==> config.mk <==
export PLATFORM = sky130hd
export DESIGN_NAME = tm_qm0_q_active
export DESIGN_NICKNAME = d
export VERILOG_FILES = /design/src/rtl/tm_qm0_pkg.sv /design/src/rtl/sfifo2f_fo.sv /design/src/rtl/tm_qm0_rr_arb.sv /design/src/rtl/tm_qm0_q_active.sv
export SDC_FILE = /design/constraint.sdc
export NUM_CORES = 1
export LEC_CHECK = 0
export BUFFER_PORTS_ARGS = -buffer_cell sky130_fd_sc_hd__buf_2
export CAP_MARGIN = 25
export CORE_ASPECT_RATIO = 1.2
export CORE_MARGIN = 2
export CORE_UTILIZATION = 55
export CTS_CLUSTER_SIZE = 24
export DETAILED_ROUTE_END_ITERATION = 7
export PLACE_DENSITY_LB_ADDON = 0.1
export SYNTH_ARGS = -nofsm -noshare
export SYNTH_HDL_FRONTEND = slang
export SYNTH_SLANG_ARGS = --single-unit
==> constraint.sdc <==
create_clock -name clk -period 17.93 [get_ports clk]
set_input_delay 3.586 -clock clk [delete_from_list [all_inputs] [get_ports clk]]
set_output_delay 3.586 -clock clk [all_outputs]
set_load 0.05 [all_outputs]
==> src/rtl/tm_qm0_pkg.sv <==
// ============================================================================
//  Module   : tm_qm0_pkg
//  Purpose  : Shared QM0 types and constants (queue-id width default,
//             active-tracker init length, active-tracker state encoding).
//  Revision : 1.0  initial release
// ============================================================================
`default_nettype none

package tm_qm0_pkg;

    localparam int QUEUE_BITS_DEF = 5;

    // Init covers one depth-RAM clear pass over all queues plus two cycles of
    // pipeline slack in the depth block.
    function automatic int init_cycles(input int qb);
        return (1 << qb) + 2;
    endfunction

    localparam int INIT_CYCLES = init_cycles(QUEUE_BITS_DEF);

    typedef enum logic [0:0] {
        ACT_INIT = 1'b0,
        ACT_RUN  = 1'b1
    } act_state_t;

endpackage

`default_nettype wire

==> src/rtl/sfifo2f_fo.sv <==
// ============================================================================
//  Module   : sfifo2f_fo
//  Purpose  : Small synchronous FIFO with fall-through output (head entry is
//             visible on dout whenever empty is low). Push when full and pop
//             when empty are ignored.
//  Revision : 1.0  initial release
// ============================================================================
`default_nettype none

module sfifo2f_fo #(
    parameter int WIDTH = 8,
    parameter int DEPTH = 4
) (
    input  logic             clk,
    input  logic             reset,
    input  logic             push,
    input  logic [WIDTH-1:0] din,
    input  logic             pop,
    output logic [WIDTH-1:0] dout,
    output logic             full,
    output logic             empty
);

    localparam int AW = $clog2(DEPTH);

    logic [WIDTH-1:0] mem [DEPTH];
    logic [AW:0]      wr_ptr;
    logic [AW:0]      rd_ptr;
    logic             do_push;
    logic             do_pop;

    assign do_push = push & ~full;
    assign do_pop  = pop & ~empty;
    assign empty   = (wr_ptr == rd_ptr);
    assign full    = (wr_ptr[AW] != rd_ptr[AW]) && (wr_ptr[AW-1:0] == rd_ptr[AW-1:0]);
    assign dout    = mem[rd_ptr[AW-1:0]];

    // Storage array; no reset needed since empty masks stale contents.
    always_ff @(posedge clk) begin
        if (do_push) mem[wr_ptr[AW-1:0]] <= din;
    end

    // Read/write pointers carry one wrap bit to separate full from empty.
    always_ff @(posedge clk) begin
        if (reset) begin
            wr_ptr <= '0;
            rd_ptr <= '0;
        end else begin
            if (do_push) wr_ptr <= wr_ptr + (AW+1)'(1);
            if (do_pop)  rd_ptr <= rd_ptr + (AW+1)'(1);
        end
    end

endmodule

`default_nettype wire

==> src/rtl/tm_qm0_rr_arb.sv <==
// ============================================================================
//  Module   : tm_qm0_rr_arb
//  Purpose  : Combinational rotating-priority arbiter. Search begins at
//             ptr+1 (mod NQ) and the first set request wins; ptr itself is
//             the lowest priority.
//  Revision : 1.0  initial release
// ============================================================================
`default_nettype none

module tm_qm0_rr_arb #(
    parameter int QUEUE_BITS = 5
) (
    input  logic [(1<<QUEUE_BITS)-1:0] req,
    input  logic [QUEUE_BITS-1:0]      ptr,
    output logic [QUEUE_BITS-1:0]      grant,
    output logic                       grant_valid
);

    localparam int NQ = 1 << QUEUE_BITS;

    logic [QUEUE_BITS-1:0] cand;

    // Walk the ring once starting after ptr; keep the first hit.
    always_comb begin
        grant       = ptr;
        grant_valid = 1'b0;
        cand        = ptr;
        for (int i = 1; i <= NQ; i++) begin
            cand = ptr + QUEUE_BITS'(i);
            if (!grant_valid && req[cand]) begin
                grant       = cand;
                grant_valid = 1'b1;
            end
        end
    end

endmodule

`default_nettype wire

==> src/rtl/tm_qm0_q_active.sv <==
// ============================================================================
//  Module   : tm_qm0_q_active
//  Purpose  : QM0 active-queue tracker and round-robin dequeue scheduler in
//             front of tm_qm0_q_depth. Forwards enqueues, maintains the
//             active bitmap from depth responses, issues dequeues and reports
//             completed dequeues.
//  Config   : TM_QM0_ACT_BACK2BACK_EN - when defined, up to TRK_DEPTH
//             dequeues to distinct queues may be outstanding; otherwise only
//             one dequeue is outstanding at a time.
//  Revision : 1.0  initial release
// ============================================================================
`default_nettype none

module tm_qm0_q_active
    import tm_qm0_pkg::*;
#(
    parameter int QUEUE_BITS = QUEUE_BITS_DEF,
    parameter int TRK_DEPTH  = 4
) (
    input  logic                  clk,
    input  logic                  reset,
    input  logic                  enq_valid,
    input  logic [QUEUE_BITS-1:0] enq_qid,
    output logic                  enq_ready,
    input  logic                  deq_ready,
    output logic                  depth_enq_req,
    output logic [QUEUE_BITS-1:0] depth_enq_qid,
    output logic                  depth_deq_req,
    output logic [QUEUE_BITS-1:0] depth_deq_qid,
    input  logic                  depth_enq_ack,
    input  logic                  depth_enq_to_empty,
    input  logic                  depth_deq_ack,
    input  logic                  depth_deq_from_emptyp2,
    output logic                  deq_done_valid,
    output logic [QUEUE_BITS-1:0] deq_done_qid,
    output logic                  deq_done_last,
    output logic                  active_any
);

    localparam int NQ = 1 << QUEUE_BITS;
    localparam logic [QUEUE_BITS:0] INIT_LAST = (QUEUE_BITS+1)'(init_cycles(QUEUE_BITS) - 1);

    act_state_t            state;
    act_state_t            state_nxt;
    logic [QUEUE_BITS:0]   init_cnt;
    logic                  run;

    logic [NQ-1:0]         active;
    logic [NQ-1:0]         inflight;
    logic [NQ-1:0]         eligible;
    logic [QUEUE_BITS-1:0] rr;
    logic [QUEUE_BITS-1:0] winner;
    logic                  win_valid;

    logic                  enq_accept;
    logic                  enq_ack_ok;
    logic                  enq_trk_full;
    logic                  enq_trk_empty;
    logic [QUEUE_BITS-1:0] enq_head;

    logic                  deq_issue;
    logic                  deq_ack_ok;
    logic                  deq_trk_full;
    logic                  deq_trk_empty;
    logic [QUEUE_BITS-1:0] deq_head;

    // State register and init counter; counter only advances while in INIT.
    always_ff @(posedge clk) begin
        if (reset) begin
            state    <= ACT_INIT;
            init_cnt <= '0;
        end else begin
            state <= state_nxt;
            if (state == ACT_INIT) init_cnt <= init_cnt + (QUEUE_BITS+1)'(1);
        end
    end

    // Leave INIT once the depth RAM clear window has elapsed.
    always_comb begin
        state_nxt = state;
        run       = 1'b0;
        case (state)
            ACT_INIT: if (init_cnt == INIT_LAST) state_nxt = ACT_RUN;
            ACT_RUN:  run = 1'b1;
        endcase
    end

    assign enq_ready  = run & ~enq_trk_full;
    assign enq_accept = enq_valid & enq_ready;
    assign enq_ack_ok = depth_enq_ack & ~enq_trk_empty;
    assign deq_ack_ok = depth_deq_ack & ~deq_trk_empty;
    assign eligible   = active & ~inflight;
    assign deq_issue  = run & deq_ready & win_valid & ~deq_trk_full;
    assign active_any = |active;

    sfifo2f_fo #(.WIDTH(QUEUE_BITS), .DEPTH(TRK_DEPTH)) u_enq_trk (
        .clk   (clk),
        .reset (reset),
        .push  (enq_accept),
        .din   (enq_qid),
        .pop   (enq_ack_ok),
        .dout  (enq_head),
        .full  (enq_trk_full),
        .empty (enq_trk_empty)
    );

`ifdef TM_QM0_ACT_BACK2BACK_EN
    sfifo2f_fo #(.WIDTH(QUEUE_BITS), .DEPTH(TRK_DEPTH)) u_deq_trk (
        .clk   (clk),
        .reset (reset),
        .push  (deq_issue),
        .din   (winner),
        .pop   (deq_ack_ok),
        .dout  (deq_head),
        .full  (deq_trk_full),
        .empty (deq_trk_empty)
    );
`else
    logic                  deq_slot_valid;
    logic [QUEUE_BITS-1:0] deq_slot_qid;

    // Single outstanding dequeue: the slot blocks issue until its ack.
    always_ff @(posedge clk) begin
        if (reset) begin
            deq_slot_valid <= 1'b0;
            deq_slot_qid   <= '0;
        end else if (deq_issue) begin
            deq_slot_valid <= 1'b1;
            deq_slot_qid   <= winner;
        end else if (deq_ack_ok) begin
            deq_slot_valid <= 1'b0;
        end
    end

    assign deq_trk_full  = deq_slot_valid;
    assign deq_trk_empty = ~deq_slot_valid;
    assign deq_head      = deq_slot_qid;
`endif

    tm_qm0_rr_arb #(.QUEUE_BITS(QUEUE_BITS)) u_arb (
        .req         (eligible),
        .ptr         (rr),
        .grant       (winner),
        .grant_valid (win_valid)
    );

    // Forward accepted enqueue notifications to the depth block.
    always_ff @(posedge clk) begin
        if (reset) begin
            depth_enq_req <= 1'b0;
            depth_enq_qid <= '0;
        end else begin
            depth_enq_req <= enq_accept;
            if (enq_accept) depth_enq_qid <= enq_qid;
        end
    end

    // Issue register and rr pointer; rr only moves on an actual issue.
    always_ff @(posedge clk) begin
        if (reset) begin
            depth_deq_req <= 1'b0;
            depth_deq_qid <= '0;
            rr            <= '1;
        end else begin
            depth_deq_req <= deq_issue;
            if (deq_issue) begin
                depth_deq_qid <= winner;
                rr            <= winner;
            end
        end
    end

    // Active bitmap; the set is written last so it wins over a same-cycle clear.
    always_ff @(posedge clk) begin
        if (reset) begin
            active <= '0;
        end else begin
            if (deq_ack_ok && !depth_deq_from_emptyp2) active[deq_head] <= 1'b0;
            if (enq_ack_ok && depth_enq_to_empty)      active[enq_head] <= 1'b1;
        end
    end

    // In-flight mask; a same-cycle issue keeps the bit set over an ack.
    always_ff @(posedge clk) begin
        if (reset) begin
            inflight <= '0;
        end else begin
            if (deq_ack_ok) inflight[deq_head] <= 1'b0;
            if (deq_issue)  inflight[winner]   <= 1'b1;
        end
    end

    // Completion report, one cycle after the depth block's dequeue ack.
    always_ff @(posedge clk) begin
        if (reset) begin
            deq_done_valid <= 1'b0;
            deq_done_qid   <= '0;
            deq_done_last  <= 1'b0;
        end else begin
            deq_done_valid <= deq_ack_ok;
            deq_done_last  <= deq_ack_ok & ~depth_deq_from_emptyp2;
            if (deq_ack_ok) deq_done_qid <= deq_head;
        end
    end

`ifndef SYNTHESIS
    // Acks are only legal while a matching request is outstanding.
    always @(posedge clk) begin
        if (!reset) begin
            assert (!(depth_enq_ack && enq_trk_empty))
                else $error("tm_qm0_q_active: enqueue ack with no outstanding enqueue");
            assert (!(depth_deq_ack && deq_trk_empty))
                else $error("tm_qm0_q_active: dequeue ack with no outstanding dequeue");
        end
    end
`endif

endmodule

`default_nettype wire

==> results.sh, run 1 <==
export IMPL_ys_ff_latch=124
export IMPL_synth_distinct_cells=103
export IMPL_diodes=0
export IMPL_gp_congestion=1.08
export IMPL_post_cts_buffers=0
export IMPL_power_density_mw_per_mm2=50.7
export IMPL_hpwl_um=34200
export IMPL_clock_skew_ns=0.00842
export IMPL_ys_warn_count=0
export IMPL_switching_share=0.229
export IMPL_drv_slew=0
export IMPL_finalSetupTns_ns=0
export IMPL_fmax_mhz=123
export IMPL_synth_top_cell_area_share=0.181
export IMPL_startpoint_type="register"
export IMPL_worstSetupEndpointType="register"
export IMPL_numPortBuffers=33
export IMPL_maxCapViolations=0
export IMPL_grt_usage=0.417
export IMPL_period_share=0.454
export IMPL_vias=12885
export IMPL_ctsResizeCount=0
export IMPL_grt_max_degree=77
export IMPL_clock_path_buffers=2
export IMPL_yosysSeqAreaShare=0.234
export IMPL_cp_max_fo=46
export IMPL_nets=1500
export IMPL_remaining_drc_errors=0
export IMPL_status="finished, final reports clean"
export IMPL_drive_above_1_share=0.130
export IMPL_setup_slack_ns=9.80
export IMPL_num_rows=57
export IMPL_cts_inserted_buffers=17
export IMPL_syn_area_mm2=0.0115
export IMPL_finalCriticalPeriod_ns=8.13
export IMPL_avgSynthCellArea_um2=7.80
export IMPL_seqPwrFrac=0.452
export IMPL_ioPinCount=34
export IMPL_ir_worst_vdd_v=0.0000899
export IMPL_antenna_found_initial=0
export IMPL_synth_edff_count=20
export IMPL_synthTopCellsByArea="dfxtp_1 (18%), mux4_2 (7.1%), nand2_1 (5.9%)"
export IMPL_first_global_vias=12082
export IMPL_cts_root_buf="clkbuf_16"
export IMPL_ant_nets=0
export IMPL_dp_slack_ns=10.24
export IMPL_finalSetupViolCount=0
export IMPL_layout_common_cells="nand2_1 (181), nor2_1 (137), dfxtp_1 (102), a21oi_1 (91), o21ai_0 (85)"
export IMPL_p_int_uw=484
export IMPL_maxSlewHeadroom=0.226
export IMPL_cts_tree="yes"
export IMPL_synth_ff_type="dfxtp_1"
export IMPL_die_x_um=136
export IMPL_dieHeight_um=162
export IMPL_numClockSinks=124
export IMPL_core_mm2=0.0204
export IMPL_start_util=0.563
export IMPL_combPwrFrac=0.014
export IMPL_hold_viol_final=0
export IMPL_firstDrtPassIters=8
export IMPL_clk_latency_ns=0.42
export IMPL_crit_type="register to register"
export IMPL_area_delta_synth_final_pct=7.69
export IMPL_synth_top_area_cell="dfxtp_1"
export IMPL_worst_ep_required_time_ns=18.28
export IMPL_gr_total_overflow=0
export IMPL_leakage_nw=4.45
export IMPL_clk_pin_slew_ns=0.06
export IMPL_netSwitchingPower_uw=143
export IMPL_drtIter0Drc=1818
export IMPL_grt_setup_unrepaired="no"
export IMPL_tightestPinTransition_ns=1.16
export IMPL_min_path_type="register to register"
export IMPL_arrival_ns=8.49
export IMPL_totalWireLength_um=45600
export IMPL_async_flop_share=0
export IMPL_postCtsHoldBufs=0
export IMPL_syn_nets=1505
export IMPL_grt_pass1_wl_um=70300
export IMPL_syn_inst=1473
export IMPL_total_power_uw=627
export IMPL_htreeDepth=4
export IMPL_final_common_cell="nand2_1"
export IMPL_post_drt_via_cell_ratio=7.38
export IMPL_clkPwrFrac=0.534
export IMPL_die_area_mm2=0.0221
export IMPL_post_drt_wl_per_cell_um=26.1
==> cell type report <==
cell class | instances | area (µm²)
Tap cell | 265 | 332
Clock inverter | 13 | 134
Multi-Input combinational cell | 1250 | 8360
Fill cell | 1908 | 8030
Inverter | 18 | 67.6
Timing Repair Buffer | 57 | 345
Clock buffer | 19 | 443
Sequential cell | 124 | 2690
==> layer usage <==
layer,vias up,GRT usage,routed length [µm]
met2,959,0.678,21100
met1,5974,0.494,16000
met3,284,0.0702,4420
li1,5668,-,-
met5,-,0,0
met4,0,0.305,4110
==> synth_stat cells, drive strengths merged, types with 17 or more instances <==
library cell	n
and3b	27
o21ai	91
a21oi	93
ha	19
mux4	36
nor3b	32
a32o	25
and2	20
o22ai	28
nor2	139
dfxtp	104
or4	24
clkbuf	56
nor2b	20
nand2	184
nor3	45
nor4	75
nand2b	20
buf	25
xnor2	32
nand3	36
edfxtp	20
and3	19
or2	27
a211oi	17
o211ai	24
==> flip-flops by register name, summed over array words and instances, names as in the netlist, 3 cells and up, named ones only <==
signal,cells
u_enq_trk.mem,20
u_enq_trk.wr_ptr,3
inflight,32
init_cnt,6
depth_deq_qid,5
active,32
depth_enq_qid,5
deq_done_qid,5
rr,5
u_enq_trk.rd_ptr,3
==> per-stage QoR <==
stage                     area (µm²)   util  instances  hold WS [ns]
after floorplan                11500      -       1473         0.470
after global placement         11800  0.578       1714         0.440
after detailed placement       11800  0.578       1714         0.444
after CTS                      12400  0.606       1746         0.453
after global routing           12400  0.606       1746         0.481
final                          12400  0.606       1746         0.454
==> critical path: stages, from the launching register on <==
cell and delay [ns]:
dfxtp_2 0.31, buf_4 0.47, clkinv_1 0.14, buf_4 0.26
ha_1 0.31, buf_4 0.40, clkinv_1 0.98, nor4_1 0.65
nor4_1 0.11, buf_4 0.17, o22ai_1 0.45, o21ai_0 0.24
or4_4 0.68, nor3_2 0.61, nand4_1 0.46, nor2_1 0.30
nor3_1 0.09, a311oi_1 0.45, and2_1 0.25, nor3b_4 0.37
nand2_1 0.14, o21ai_1 0.14
==> cells by family (layout without fill, tap and decap cells) <==
group	Yosys count	after routing	synth area share
compound gates	397	397	0.234
flops	124	124	0.234
fa+ha+maj	19	19	0.0207
mux	53	53	0.0857
simple gates	737	737	0.352
buf+inv	99	107	0.0383
xor+xnor	44	44	0.0355
==> power groups by stage <==
| stage | registers, mW | logic (mW) | clock network [mW] |
|---|---|---|---|
| after floorplan | 0.290 | 0.00527 | 0 |
| after global placement | 0.290 | 0.00847 | 0 |
| after detailed placement | 0.290 | 0.00859 | 0 |
| after CTS | 0.284 | 0.00864 | 0.336 |
| after global routing | 0.284 | 0.00978 | 0.347 |
| final | 0.284 | 0.00880 | 0.334 |
==> path summary, 6_finish.rpt <==
| check | startpoint | to | slack (ns) | depth (start not counted) |
|---|---|---|---|---|
| worst max-delay path | rr[1] | inflight[30] | 9.80 | 21 |
| worst min-delay path | deq_done_qid[0] | deq_done_qid[0] | 0.45 | 2 |
| worst max register to register | rr[1] | inflight[30] | 9.80 | 21 |
| worst min register to register | deq_done_qid[0] | deq_done_qid[0] | 0.45 | 2 |
Power figures use the tool's default switching activity.
==> run 2: changes to the inputs <==
==> constraint.sdc (replaced) <==
create_clock -name clk -period 7.9 [get_ports clk]
set_input_delay 1.58 -clock clk [delete_from_list [all_inputs] [get_ports clk]]
set_output_delay 1.58 -clock clk [all_outputs]
set_load 0.05 [all_outputs]
==> run 2 against run 1 <==
Effect of this change:
- worst hold slack worse by 0.0037 ns
- fmax is 10% higher
- final cell count is 0.34% higher
- highest routed layer unchanged
- register-to-register slack worse by 9.3 ns
- non-clock buffer count is 6 higher
==> results.sh, run 2 (synthesis results as in run 1) <==
export IMPL_post_cts_buffers=0
export IMPL_dieHeight_um=162
export IMPL_wl_met1_um=16800
export IMPL_hold_end="depth_enq_qid[1]"
export IMPL_cts_root_buf="clkbuf_16"
export IMPL_grt_max_degree=77
export IMPL_finalSetupTns_ns=0
export IMPL_crit_family="compound AO/OA/AOI/OAI gates"
export IMPL_grt_pass1_wl_um=72300
export IMPL_p_int_mw=1.19
export IMPL_worst_r2r_path_depth=18
export IMPL_grt_setup_unrepaired="no"
export IMPL_ant_nets=0
export IMPL_met3_length_um=4910
export IMPL_vias=13026
export IMPL_clock_skew_ns=0.0127
export IMPL_cp_cell_sequence="buf_4 > ha_1 > xor2_1 > buf_4 > nor4_1 > nor4_1 > mux2i_1 > o21bai_1 > nor2_1 > a221oi_1 > nor2_1 > a311oi_1 > o31ai_1 > a311oi_1 > and2_1 > nor3b_4 > nand2_1 > o21ai_1"
export IMPL_final_common_cell="nand2_1"
export IMPL_gr_total_overflow=0
export IMPL_clk_latency_ns=0.42
export IMPL_drive_above_1_share=0.133
export IMPL_crit_path_top_delay_cell="ha_1"
export IMPL_hold_depth=2
export IMPL_ir_worst_vdd_v=0.000175
export IMPL_crit_type="register to register"
export IMPL_startpoint_type="register"
export IMPL_utilization=0.611
export IMPL_clk_pin_slew_ns=0.06
export IMPL_gp_congestion=1.03
export IMPL_worstSetupEndpointType="register"
export IMPL_postCtsHoldBufs=0
export IMPL_worstHoldStart="depth_enq_qid[1]"
export IMPL_tightestPinTransition_ns=1.18
export IMPL_die_area_mm2=0.0221
export IMPL_numPortBuffers=33
export IMPL_hold_viol_final=0
export IMPL_area_delta_synth_final_pct=8.49
export IMPL_leakage_nw=4.51
export IMPL_cts_tree="yes"
export IMPL_maxCapViolations=0
export IMPL_nets=1506
export IMPL_top_layer="met4"
export IMPL_cpPeakStageDelay_ns=0.71
export IMPL_dr_wl_met2_um=21800
export IMPL_post_drt_wl_per_cell_um=27.6
export IMPL_seqPwrFrac=0.428
export IMPL_num_rows=57
export IMPL_numClockSinks=124
export IMPL_min_path_type="register to register"
export IMPL_period_share=0.935
export IMPL_post_drt_via_cell_ratio=7.43
export IMPL_arrival_ns=7.74
export IMPL_r2r_end="inflight[31]"
export IMPL_drv_slew=0
export IMPL_rrSetupSlack_ns=0.51
export IMPL_cts_inserted_buffers=17
export IMPL_clock_path_buffers=2
export IMPL_antenna_found_initial=0
export IMPL_core_mm2=0.0204
export IMPL_layout_common_cells="nand2_1 (181), nor2_1 (137), dfxtp_1 (102), a21oi_1 (91), o21ai_0 (85)"
export IMPL_r2r_start="rr[0]"
export IMPL_clkPwrFrac=0.558
export IMPL_htreeDepth=4
export IMPL_drtIter0Drc=1701
export IMPL_start_util=0.563
export IMPL_power_density_mw_per_mm2=121
export IMPL_first_global_vias=11928
export IMPL_combPwrFrac=0.013
export IMPL_ctsResizeCount=0
export IMPL_maxSlewHeadroom=0.210
export IMPL_status="finished, final reports clean"
export IMPL_totalWireLength_um=48400
export IMPL_firstDrtPassIters=7
export IMPL_netSwitchingPower_uw=315
export IMPL_critical_path_buf_inv_count=2
export IMPL_die_x_um=136
export IMPL_finalSetupViolCount=0
export IMPL_switching_share=0.209
export IMPL_fmax_mhz=135
export IMPL_remaining_drc_errors=0
export IMPL_grt_usage=0.440
export IMPL_ioPinCount=34
export IMPL_hpwl_um=35700
export IMPL_finalCriticalPeriod_ns=7.39
export IMPL_cp_max_fo=76
export IMPL_diodes=0
export IMPL_worst_ep_required_time_ns=8.25
## run 2: changes by cell type in the layout (fill, tap and decap cells not counted), moves of 2 or more
cell / previous run / this run
bufinv_16: 1 / 4
clkbuf_4: 0 / 3
clkbuf_2: 0 / 2
inv_8: 2 / 0
clkinvlp_4: 3 / 0
## run 2: per-layer routing
layer / vias to the layer above / track usage
met2: 946 / 0.695
met1: 6104 / 0.490
li1: 5680 / -
met3: 296 / 0.125
met4: 0 / 0.363
met5: - / 0
## run 2: final cells by class
cell class,count,area (µm²)
Multi-Input combinational cell,1250,8360
Fill cell,1868,7940
Sequential cell,124,2690
Clock buffer,20,447
Timing Repair Buffer,63,383
Tap cell,265,332
Clock inverter,12,184
Inverter,18,67.6
## run 2: power groups by stage
stage               combinational, mW  sequential, mW  clock (mW)
CTS                            0.0200           0.644       0.842
global route                   0.0224           0.644       0.869
floorplan                      0.0120           0.657           0
detailed placement             0.0198           0.658           0
global placement               0.0193           0.658           0
finish                         0.0200           0.644       0.839
## run 2: metrics by stage
| step | cell area [µm²] | cells | power, mW | hold WS (ns) | worst slack (ns) |
|---|---|---|---|---|---|
| floorplan | 11500 | 1473 | 0.669 | 0.470 | 1.80 |
| global placement | 11800 | 1713 | 0.677 | 0.440 | 0.999 |
| detailed placement | 11800 | 1714 | 0.678 | 0.445 | 1.03 |
| CTS | 12400 | 1746 | 1.51 | 0.453 | 0.960 |
| global route | 12500 | 1752 | 1.54 | 0.477 | 0.270 |
| finish | 12500 | 1752 | 1.50 | 0.450 | 0.510 |
## run 2: how the worst max path moves through the flow
stage / from / end / slack, ns / cells after the start
floorplan: rr[2] / inflight[2] / 1.80 / 22
global placement: rr[0] / inflight[30] / 1.0 / 18
detailed placement: rr[0] / inflight[30] / 1.03 / 18
CTS: rr[0] / inflight[30] / 0.96 / 18
global route: rr[0] / inflight[30] / 0.27 / 18
finish: rr[0] / inflight[31] / 0.51 / 18
## run 2: worst reg2reg max path, cell delays in order, from the launching register on
cell	delay, ns
dfxtp_2	0.33
buf_4	0.56
ha_1	0.72
xor2_1	0.69
buf_4	0.35
nor4_1	0.08
nor4_1	0.67
mux2i_1	0.29
o21bai_1	0.62
nor2_1	0.37
a221oi_1	0.42
nor2_1	0.10
a311oi_1	0.50
o31ai_1	0.24
a311oi_1	0.45
and2_1	0.25
nor3b_4	0.39
nand2_1	0.13
o21ai_1	0.13
